==> config.mk <==
export PLATFORM = sky130hd
export DESIGN_NAME = keypad_clave_entry
export DESIGN_NICKNAME = d
export VERILOG_FILES = /design/src/rtl/keypad_clave_entry.sv
export SDC_FILE = /design/constraint.sdc
export NUM_CORES = 1
export LEC_CHECK = 0
export CAP_MARGIN = 20
export CORE_MARGIN = 3
export CORE_UTILIZATION = 35
export CTS_BUF_LIST = sky130_fd_sc_hd__clkbuf_2
export DETAILED_ROUTE_END_ITERATION = 16
export PLACE_DENSITY = 0.65
export SLEW_MARGIN = 20
export SYNTH_ARGS = -nofsm -noshare
export SYNTH_HDL_FRONTEND = slang
export SYNTH_SLANG_ARGS = --single-unit
==> constraint.sdc <==
create_clock -name clock -period 2.7 [get_ports clock]
set_clock_uncertainty 0.1 [all_clocks]
set_input_delay 0.405 -clock clock [delete_from_list [all_inputs] [get_ports clock]]
set_output_delay 0.405 -clock clock [all_outputs]
set_load 0.03 [all_outputs]
==> src/rtl/keypad_clave_entry.sv <==
// Keypad PIN capture: collects four BCD digits with clear/backspace/enter keys
// and an inactivity timeout, then offers the packed PIN under a valid/ack handshake.
module keypad_clave_entry #(
  parameter int TIMEOUT_CYCLES = 1000
) (
  input  logic        clock,
  input  logic        reset,
  input  logic        tecla_valida,
  input  logic [3:0]  tecla_codigo,
  input  logic        clave_ack,
  output logic [15:0] clave_ingresada,
  output logic        clave_valida,
  output logic [2:0]  digitos_cnt,
  output logic        senal_timeout,
  output logic        senal_error
);

  localparam int TW = (TIMEOUT_CYCLES > 2) ? $clog2(TIMEOUT_CYCLES) : 1;
  localparam logic [TW-1:0] TMO_LAST = TW'(TIMEOUT_CYCLES - 1);

  localparam logic [3:0] K_BORRAR = 4'hA;
  localparam logic [3:0] K_RETRO  = 4'hB;
  localparam logic [3:0] K_ENTER  = 4'hC;

  typedef enum logic [1:0] {IDLE, CAPTURA, COMPLETA, ENVIO} state_e;

  state_e        state_q, state_d;
  logic [15:0]   buf_q, buf_d;
  logic [15:0]   pin_q, pin_d;
  logic [2:0]    cnt_q, cnt_d;
  logic [TW-1:0] tmo_q, tmo_d;
  logic          tout_q, tout_d;
  logic          err_q, err_d;

  logic key_acc, key_dig;
  assign key_acc = tecla_valida && (tecla_codigo <= K_ENTER);
  assign key_dig = tecla_codigo <= 4'h9;

  // State register and datapath registers
  always_ff @(posedge clock or negedge reset) begin
    if (!reset) begin
      state_q <= IDLE;
      buf_q   <= '0;
      pin_q   <= '0;
      cnt_q   <= '0;
      tmo_q   <= '0;
      tout_q  <= 1'b0;
      err_q   <= 1'b0;
    end else begin
      state_q <= state_d;
      buf_q   <= buf_d;
      pin_q   <= pin_d;
      cnt_q   <= cnt_d;
      tmo_q   <= tmo_d;
      tout_q  <= tout_d;
      err_q   <= err_d;
    end
  end

  // Next-state logic
  always_comb begin
    state_d = state_q;
    buf_d   = buf_q;
    pin_d   = pin_q;
    cnt_d   = cnt_q;
    tmo_d   = tmo_q;
    tout_d  = 1'b0;
    err_d   = 1'b0;
    case (state_q)
      IDLE, CAPTURA, COMPLETA: begin
        // Saturating so it can never wrap back below the limit
        if (state_q != IDLE && tmo_q != TMO_LAST) tmo_d = tmo_q + 1'b1;
        if (key_acc) begin
          tmo_d = '0;
          if (key_dig) begin
            if (state_q != COMPLETA) begin
              buf_d   = {buf_q[11:0], tecla_codigo};
              cnt_d   = cnt_q + 3'd1;
              state_d = (cnt_q == 3'd3) ? COMPLETA : CAPTURA;
            end
          end else if (tecla_codigo == K_BORRAR) begin
            buf_d   = '0;
            cnt_d   = '0;
            state_d = IDLE;
          end else if (tecla_codigo == K_RETRO) begin
            if (state_q != IDLE) begin
              buf_d   = {4'h0, buf_q[15:4]};
              cnt_d   = cnt_q - 3'd1;
              state_d = (cnt_q == 3'd1) ? IDLE : CAPTURA;
            end
          end else begin
            if (state_q == COMPLETA) begin
              pin_d   = buf_q;
              state_d = ENVIO;
            end else begin
              err_d   = 1'b1;
              state_d = IDLE;
            end
            buf_d = '0;
            cnt_d = '0;
          end
        end else if (state_q != IDLE && tmo_q == TMO_LAST) begin
          buf_d   = '0;
          cnt_d   = '0;
          tout_d  = 1'b1;
          state_d = IDLE;
        end
      end
      ENVIO: begin
        if (clave_ack) state_d = IDLE;
      end
      default: state_d = IDLE;
    endcase
    if (state_d == IDLE || state_d == ENVIO) tmo_d = '0;
  end

  // Outputs
  always_comb begin
    clave_ingresada = pin_q;
    clave_valida    = (state_q == ENVIO);
    digitos_cnt     = cnt_q;
    senal_timeout   = tout_q;
    senal_error     = err_q;
  end

endmodule

; ---- Word-level counts from Yosys, hierarchy flattened
; Cells that the tools add are included.
[totals]
elab_cells = 81
out_inout_bits = 22
inputBits = 8
ff_bits = 49
[classes]
n_mux = 39
n_lt_le_gt_ge = 2
bitwise = 3
n_addsub = 3
reduce_logical = 14
n_eq_ne = 13
[op_table]
columns = cell, count
row1 = 16-bit 2-to-1 mux, 7
row2 = 10-bit 2-to-1 mux, 4
row3 = 3-bit 2-to-1 mux, 7
row4 = 2-bit 2-to-1 mux, 10
row5 = 10-bit by 1-bit adder with 10-bit output (second input constant), 1
row6 = 10-bit equality test (second input constant), 1
row7 = 1-bit 2-to-1 mux, 10
row8 = 10-bit inequality test (second input constant), 1
row9 = 4-bit equality test (second input constant), 2
row10 = 4-bit <= comparator (second input constant), 2
row11 = 2-bit equality test (second input constant), 3
row12 = 6-bit AND reduction, 1
row13 = 2-bit nonzero test, 3
row14 = 5-bit by 4-bit inequality test with 1-bit output (second input constant), 1
row15 = 2-bit logical NOT, 2
row16 = 2-bit one-hot mux with 2 select lines, 1
row17 = 4-bit AND reduction, 1
row18 = 3-bit by 1-bit adder with 3-bit output (second input constant), 1
row19 = 3-bit by 1-bit equality test with 1-bit output (second input constant), 1
row20 = 3-bit by 2-bit equality test with 1-bit output (second input constant), 1
row21 = 1-bit logical AND, 3
row22 = 3-bit by 2-bit inequality test with 1-bit output (second input constant), 1
row23 = 1-bit inverter, 3
row24 = 3-bit nonzero test, 1
row25 = 6 further kinds, 6

; ---- Logic depth before layout (Yosys ltp)
; Gate-level depths: netlist of run 1.
[depth]
word_depth = 12
ltp_mapped = 7

; ---- Worst setup path after synthesis of run 1
; No wires, ideal clock.
[synth_path]
kind = register to register
startpoint = register cnt_q[1], in the netlist digitos_cnt[1]
endpoint = register tmo_q[4]
path_slack_ps = 775
required_time_ps = 2514
t_arrival_ps = 1739
stages_incl_launch_ff = 8
synth_period_minus_slack_ps = 1925
cell_sequence = dfrtp_1 -> ha_1 -> ha_1 -> nor2b_1 -> a22o_1 -> a222oi_1 -> a211oi_1 -> nor3_1
[synth_via]
elab_chain_len = 12
elab_cells_between_ends = 18
classes_between = eq/ne (3) / mux (10) / reduce/logical (5)
[synth_lines]
columns = element, line_no
row1 = from (decl), 30  ; logic [2:0] cnt_q, cnt_d;
row2 = from (signal assigned), 53  ; cnt_q <= cnt_d;
row3 = 3-bit by 1-bit equality test with 1-bit output, 89  ; state_d = (cnt_q == 3'd1) ? IDLE : CAPTURA;
row4 = 1-bit 2-to-1 mux, 89
row5 = 2-bit 2-to-1 mux, 86  ; if (state_q != IDLE) begin
row6 = 2-bit 2-to-1 mux, 85  ; end else if (tecla_codigo == K_RETRO) begin
row7 = 2-bit 2-to-1 mux, 81  ; end else if (tecla_codigo == K_BORRAR) begin
row8 = 2-bit 2-to-1 mux *, 75  ; if (key_dig) begin
row9 = 2-bit 2-to-1 mux *, 73  ; if (key_acc) begin
row10 = 2-bit one-hot mux with 2 select lines *, 69  ; case (state_q)
row11 = 2-bit equality test or 2-bit logical NOT (tied branches), 114  ; if (state_d == IDLE || state_d == ENVIO) tmo_d = '0;
row12 = 1-bit logical OR *, 114
row13 = 3-bit nonzero test (no source line) or 2-bit nonzero test (tied branches), n/a
row14 = 2-bit AND reduction (no source line), n/a
row15 = to (signal assigned), 54  ; tmo_q <= tmo_d;
row16 = to (decl), 31  ; logic [TW-1:0] tmo_q, tmo_d;
; Mark *: on every way between the ends. The rest lies on a longest branch, timed or not.
; A chain may end at the register's enable or synchronous reset.

; ---- Worst setup path after layout of run 1
[layout_path]
startpoint = register state_q[1]
endpoint = output clave_valida
[layout_via]
elab_chain_len = 1
[layout_lines]
columns = element, line_no
row1 = from (decl), 27  ; state_e state_q, state_d;
row2 = from (signal assigned), 50  ; state_q <= state_d;
row3 = 2-bit equality test, 120  ; clave_valida = (state_q == ENVIO);
row4 = to (decl), 12  ; output logic clave_valida,
; No other way between the ends.

==> flow_metrics.py, run 1 <==
metrics = {
    "routing": {
        "vias_per_cell": 5.25,
        "wl_um": 5600,
        "dr.first_iter.drc_count": 162,
        "routedWlPerCell_um": 14.0,
        "via_count": 2100,
        "drt_pass1_iterations": 5,
        "drcViolationCount": 0,
        "ant_nets": 0,
    },
    "final_layout": {
        "post-route-util": 0.434,
        "drive_gt1_frac": 0.183,
        "area_growth_pct": 20.0,
        "fin_nets": 313,
        "diodes": 0,
    },
    "grt": {
        "grt_pass1_wl_um": 9890,
        "grt.total_usage": 0.140,
        "grt_pass1_vias": 2008,
        "antenna_found_initial": 0,
        "grt_max_degree": 38,
        "overflow": 0,
    },
    "synth": {
        "yosysMostFrequentCell": "dfrtp_1",
        "syn_nets": 277,
        "ys.warnings.count": 0,
        "ys_ff_latch": 49,
        "synth.distinct_cells": 53,
        "synth-edff-count": 0,
        "synthTopCellsByArea": "dfrtp_1, mux2_2, a21oi_2, nor2_1, a22oi_1",
        "syn_inst": 264,
        "seq_area_frac_synth": 0.465,
        "syn_area_per_cell_um2": 9.99,
        "synth_top_cell_area_share": 0.465,
        "synthFlopType": "dfrtp_1",
        "syn_area_um2": 2640,
        "synth_common_cells": "dfrtp_1, nor2_1, nand2_1, o21ai_0, a21oi_2",
        "yosysTopAreaCell": "dfrtp_1",
        "synth_async_sr_flop_share": 1.00,
    },
    "critical_path": {
        "critPathLaunch": "state_q[1]",
        "timing.rr.end": "tmo_q[2]",
        "worst-endpoint-required_ps": 2190,
        "path_class": "flop to primary output",
        "worstRegToRegCells": 6,
        "cp_max_fo": 16,
        "r2r_start": "state_q[1]",
        "reg2reg_slack_ps": 510,
        "arrival_ps": 1950,
        "end_kind": "primary output",
        "cp-start-kind": "flop",
        "critPathCapture": "clave_valida",
    },
    "clock_tree": {
        "clk_pin_slew_ps": 270,
        "htreeDepth": 2,
        "clock_sinks": 49,
        "postCtsSetupRepairBufs": 0,
        "clk_latency_ps": 430,
        "cts_tree": "built",
        "cts_buffer_depth": 2,
        "numCtsBuffers": 5,
        "cts-root-buf": "clkbuf_2",
    },
    "floorplanning": {
        "die-area_um2": 8610,
        "die_x_um": 92.8,
        "ios": 30,
        "core-area_um2": 7290,
        "die_h_um": 92.8,
        "num_rows": 31,
        "start_util": 0.362,
    },
    "timing": {
        "tns_ps": 0,
        "min_period_ps": 2450,
        "final-setup-viol-count": 0,
        "rsz0062_at_grt": "no",
        "period_share": 0.908,
        "slew_violations": 0,
        "hold_violations": 0,
        "fmax_ghz": 0.408,
        "worstMarginPinSlew_ps": 604,
        "max_slew_margin": 0.596,
    },
    "status": {
        "outcome": "finished clean",
    },
    "pwr": {
        "ir_drop_mv": 0.262,
        "p_leak_nw": 1.29,
        "p_per_area_nw_per_um2": 896,
    },
    "placement": {
        "hpwl_um": 4120,
        "portBuffers": 29,
        "gp_congestion": 0.921,
    },
    "job": {
        "cap_violations": 0,
    },
    "min_path": {
        "worst_hold_path_type": "primary input to async pin",
    },
}
stage by stage:
step                total power, mW  instances  cell area (um^2)  hold WS, ps  setup WS, ps
floorplan                      1.99        264              2640         9.41           775
global placement               2.45        391              3080          270          75.2
detailed placement             2.46        391              3080          273           117
CTS                            2.86        400              3160          281          55.6
global route                   3.04        400              3160          297          67.7
finish                         2.83        400              3160          286           247
critical path: stages, from the launching register on:
cell and delay (ps):
dfrtp_2 560, nand2_1 100, inv_1 180, clkdlybuf4s50_1 700
what timing repair did:
item	CTS	global route
endpoints found under the hold margin	18	0
setup endpoints to repair	0	1
gates resized for setup	0	1
hold buffers	1	0
how the worst min path moves through the flow:
stage	start	cells after the start	to	slack, ps
floorplan	reset	0	buf_q[0]	9
global placement	reset	1	buf_q[2]	270
detailed placement	reset	1	buf_q[6]	270
CTS	reset	2	clave_ingresada[2]	280
global route	reset	2	clave_ingresada[2]	300
finish	reset	2	clave_ingresada[2]	290
per-layer routing:
layer / GRT usage / up-vias / wire length (um)
met5: 0 / - / 0
met4: 0.0366 / 0 / 30
met3: 0.0236 / 4 / 278
met2: 0.215 / 65 / 2540
met1: 0.203 / 991 / 2750
li1: - / 1040 / -
logic make-up (layout without fill, tap and decap cells):
kind of cell,count (synthesis),after routing,synth area share
and+or+nand+nor,89,89,0.175
AOI/OAI and AO/OA,76,76,0.218
buffers and inverters,29,66,0.0546
DFF,49,49,0.465
adders and majority gates,5,5,0.0237
xor gates and xnor gates,5,5,0.0166
muxes,11,11,0.0470
sequential cells by signal (all words and copies together) (netlist names):
signal           count
tmo_q               10
state_q              2
buf_q               16
digitos_cnt          3
senal_error          1
clave_ingresada     16
senal_timeout        1
area by class of cell:
type | instances | area, um^2
repair buffers | 47 | 435
fillers | 726 | 4130
multi-input cells | 186 | 1270
flip-flops and latches | 49 | 1230
well taps | 99 | 124
clock buffers | 5 | 25.0
inverters | 11 | 41.3
clock inverters | 3 | 43.8
layout by cell type (no fill, tap or decap), types with 3 or more instances in the layout:
cell type,count
a21oi_1,4
a21oi_2,12
a22o_1,3
a22oi_1,11
buf_4,16
clkbuf_2,5
clkdlybuf4s50_1,28
dfrtp_1,48
ha_1,5
inv_1,11
mux2_2,11
nand2_1,18
nand2b_1,5
nand3_1,9
nor2_1,24
nor2b_1,3
nor3_1,8
nor4_1,4
o211ai_1,8
o21ai_0,16
or3_1,3
xor2_1,5
power breakdown:
group | internal (mW) | total, mW | leakage, nW | switching, mW
Combinational | 0.541 | 1.24 | 0.608 | 0.700
Clock | 0.159 | 0.402 | 0.0433 | 0.243
Sequential | 0.978 | 1.19 | 0.642 | 0.212
Note: power is estimated with default switching activity, not from simulation.
==> run 2, diff against run 1 <==
--- a/config.mk
+++ b/config.mk
@@ -5,12 +5,14 @@
 export SDC_FILE = /design/constraint.sdc
 export NUM_CORES = 1
 export LEC_CHECK = 0
+export ABC_AREA = 1
 export CAP_MARGIN = 20
 export CORE_MARGIN = 3
 export CORE_UTILIZATION = 35
 export CTS_BUF_LIST = sky130_fd_sc_hd__clkbuf_2
 export DETAILED_ROUTE_END_ITERATION = 16
 export PLACE_DENSITY = 0.65
+export SETUP_SLACK_MARGIN = 0.2
 export SLEW_MARGIN = 20
 export SYNTH_ARGS = -nofsm -noshare
 export SYNTH_HDL_FRONTEND = slang
==> run 2 against run 1 <==
Against the previous run: clock power is 26% lower; die area is 3.3% higher; non-clock buffer count is 12 lower; critical path depth stayed put; via count is 11% higher; final area is 0.91% lower.
==> flow_metrics.py, run 2 <==
metrics = {
    "final_layout": {
        "finalInstanceArea_um2": 3130,
        "fin_nets": 388,
        "ff_latch_area_um2": 1230,
        "diodes": 0,
        "nFillCells": 749,
        "area_growth_pct": 14.8,
        "drive_gt1_frac": 0.0984,
        "finalNonFillerCells": 475,
        "multi_input_area_um2": 1260,
        "final_cell_mix": "nand2_1, dfrtp_1, inv_1, nand3_1, nor2_1",
        "post-route-util": 0.423,
        "layout_commonest_cell": "nand2_1",
    },
    "placement": {
        "portBuffers": 29,
        "preCtsSetupSlack_ps": 291,
        "hpwl_um": 4180,
        "dp_cells": 466,
        "placedInstanceArea_um2": 3080,
        "gp_congestion": 0.872,
    },
    "timing": {
        "hold_violations": 0,
        "fmax_ghz": 0.422,
        "period_share": 0.877,
        "setup_slack_ps": 331,
        "max_slew_margin": 0.667,
        "fin_hold_ws_ps": 217,
        "slew_violations": 0,
        "final-setup-viol-count": 0,
        "tns_ps": 0,
        "min_period_ps": 2370,
        "worstMarginPinSlew_ps": 500,
        "rsz0062_at_grt": "no",
    },
    "pwr": {
        "power_mw": 1.97,
        "ir_drop_mv": 0.262,
        "p_per_area_nw_per_um2": 628,
        "p_leak_nw": 1.50,
    },
    "synth": {
        "syn_nets": 359,
        "synth.distinct_cells": 31,
        "ys.warnings.count": 0,
        "synthTopCellsByArea": "dfrtp_1, nand2_1, nand3_1, nand4_1, inv_1",
        "syn_inst": 346,
        "synth_top_cell_area_share": 0.449,
        "synth_common_cells": "nand2_1, dfrtp_1, inv_1, nand3_1, nor2_1",
        "syn_area_per_cell_um2": 7.89,
        "synthFlopType": "dfrtp_1",
        "ys_ff_latch": 49,
        "synth_async_sr_flop_share": 1.00,
        "synth-edff-count": 0,
        "yosysMostFrequentCell": "nand2_1",
        "yosysTopAreaCell": "dfrtp_1",
        "seq_area_frac_synth": 0.449,
        "syn_area_um2": 2730,
    },
    "grt": {
        "grt.total_usage": 0.143,
        "overflow": 0,
        "grt_pass1_vias": 2254,
        "grt_pass1_wl_um": 10200,
        "antenna_found_initial": 0,
        "grt_max_degree": 41,
    },
    "critical_path": {
        "timing.rr.end": "digitos_cnt[2]",
        "path_class": "flop to primary output",
        "cp-start-kind": "flop",
        "r2r_start": "tmo_q[0]",
        "arrival_ps": 1860,
        "worst-endpoint-required_ps": 2190,
        "end_kind": "primary output",
        "reg2reg_slack_ps": 720,
        "cp_max_fo": 6,
        "worstRegToRegCells": 8,
    },
    "clock_tree": {
        "cts_tree": "built",
        "clk_pin_slew_ps": 230,
        "numCtsBuffers": 5,
        "cts_buffer_depth": 2,
        "clk_latency_ps": 430,
        "postCtsSetupRepairBufs": 0,
        "cts-root-buf": "clkbuf_2",
        "clock_sinks": 49,
        "htreeDepth": 2,
    },
    "floorplanning": {
        "ios": 30,
        "start_util": 0.369,
        "die-area_um2": 8900,
        "die_h_um": 94.3,
        "core-area_um2": 7410,
        "num_rows": 31,
        "die_x_um": 94.3,
    },
    "routing": {
        "vias_per_cell": 4.91,
        "routedWlPerCell_um": 12.3,
        "via_count": 2332,
        "drcViolationCount": 0,
        "dr.first_iter.drc_count": 155,
        "wl_um": 5860,
        "ant_nets": 0,
        "drt_pass1_iterations": 4,
    },
    "status": {
        "outcome": "finished clean",
    },
    "job": {
        "cap_violations": 0,
    },
    "min_path": {
        "worst_hold_path_type": "primary input to async pin",
    },
}
-- run 2: what timing repair did --
action                                 CTS  global route
hold buffers                             1             0
gates resized for setup                  0             1
setup endpoints to repair                0             1
endpoints found under the hold margin    9             0
-- run 2: metal layers --
layer  wire length, um  part of all wire  track usage  vias to the layer above
met2              2640              0.45        0.233                       59
met3               225             0.038       0.0256                        7
met4                85             0.015       0.0481                        0
li1                  -                 -            -                     1182
met1              2910              0.50        0.191                     1084
met5                 0                 0            0                        -
-- run 2: cell families after synthesis --
kind of cell,count (synthesis),share of synthesized area
AOI/OAI and AO/OA,32,0.0637
xor gates and xnor gates,1,0.00321
adders and majority gates,5,0.0229
buffers and inverters,51,0.0903
DFF,49,0.449
and+or+nand+nor,208,0.371
-- run 2: how the worst max path moves through the flow --
stage | end | startpoint | slack (ps) | cells past startpoint
global placement | buf_q[0] | tecla_codigo[2] | 320 | 9
finish | clave_valida | state_q[0] | 330 | 3
floorplan | digitos_cnt[1] | tmo_q[0] | 1050 | 9
CTS | clave_valida | state_q[1] | 250 | 3
detailed placement | digitos_cnt[1] | tecla_codigo[2] | 290 | 9
global route | clave_valida | state_q[0] | 210 | 3
-- run 2: area by class of cell --
cell class,instances,area share
Tap cell,99,0.0395
Clock buffer,6,0.00958
Sequential cell,49,0.392
Inverter,38,0.0471
Timing Repair Buffer,35,0.106
Multi-Input combinational cell,246,0.401
Clock inverter,2,0.00479
-- run 2: critical path: stages, from the launching register on --
cell             delay, ps
dfrtp_1                470
nand2_1                170
inv_1                  130
clkdlybuf4s50_1        680
-- run 2: report_power, final --
group | switching [mW] | internal [mW] | leakage [nW] | total [mW]
logic | 0.473 | 0.258 | 0.798 | 0.731
clock network | 0.232 | 0.0667 | 0.0252 | 0.299
registers | 0.102 | 0.837 | 0.672 | 0.939
total | 0.807 | 1.16 | 1.50 | 1.97
==> run 3, diff against run 2 <==
--- a/config.mk
+++ b/config.mk
@@ -6,11 +6,11 @@
 export NUM_CORES = 1
 export LEC_CHECK = 0
 export ABC_AREA = 1
-export CAP_MARGIN = 20
 export CORE_MARGIN = 3
 export CORE_UTILIZATION = 35
 export CTS_BUF_LIST = sky130_fd_sc_hd__clkbuf_2
 export DETAILED_ROUTE_END_ITERATION = 16
+export GPL_ROUTABILITY_DRIVEN = 0
 export PLACE_DENSITY = 0.65
 export SETUP_SLACK_MARGIN = 0.2
 export SLEW_MARGIN = 20
==> results of run 3 <==
The final DEF is identical to that of run 2; final timing and power are the same.
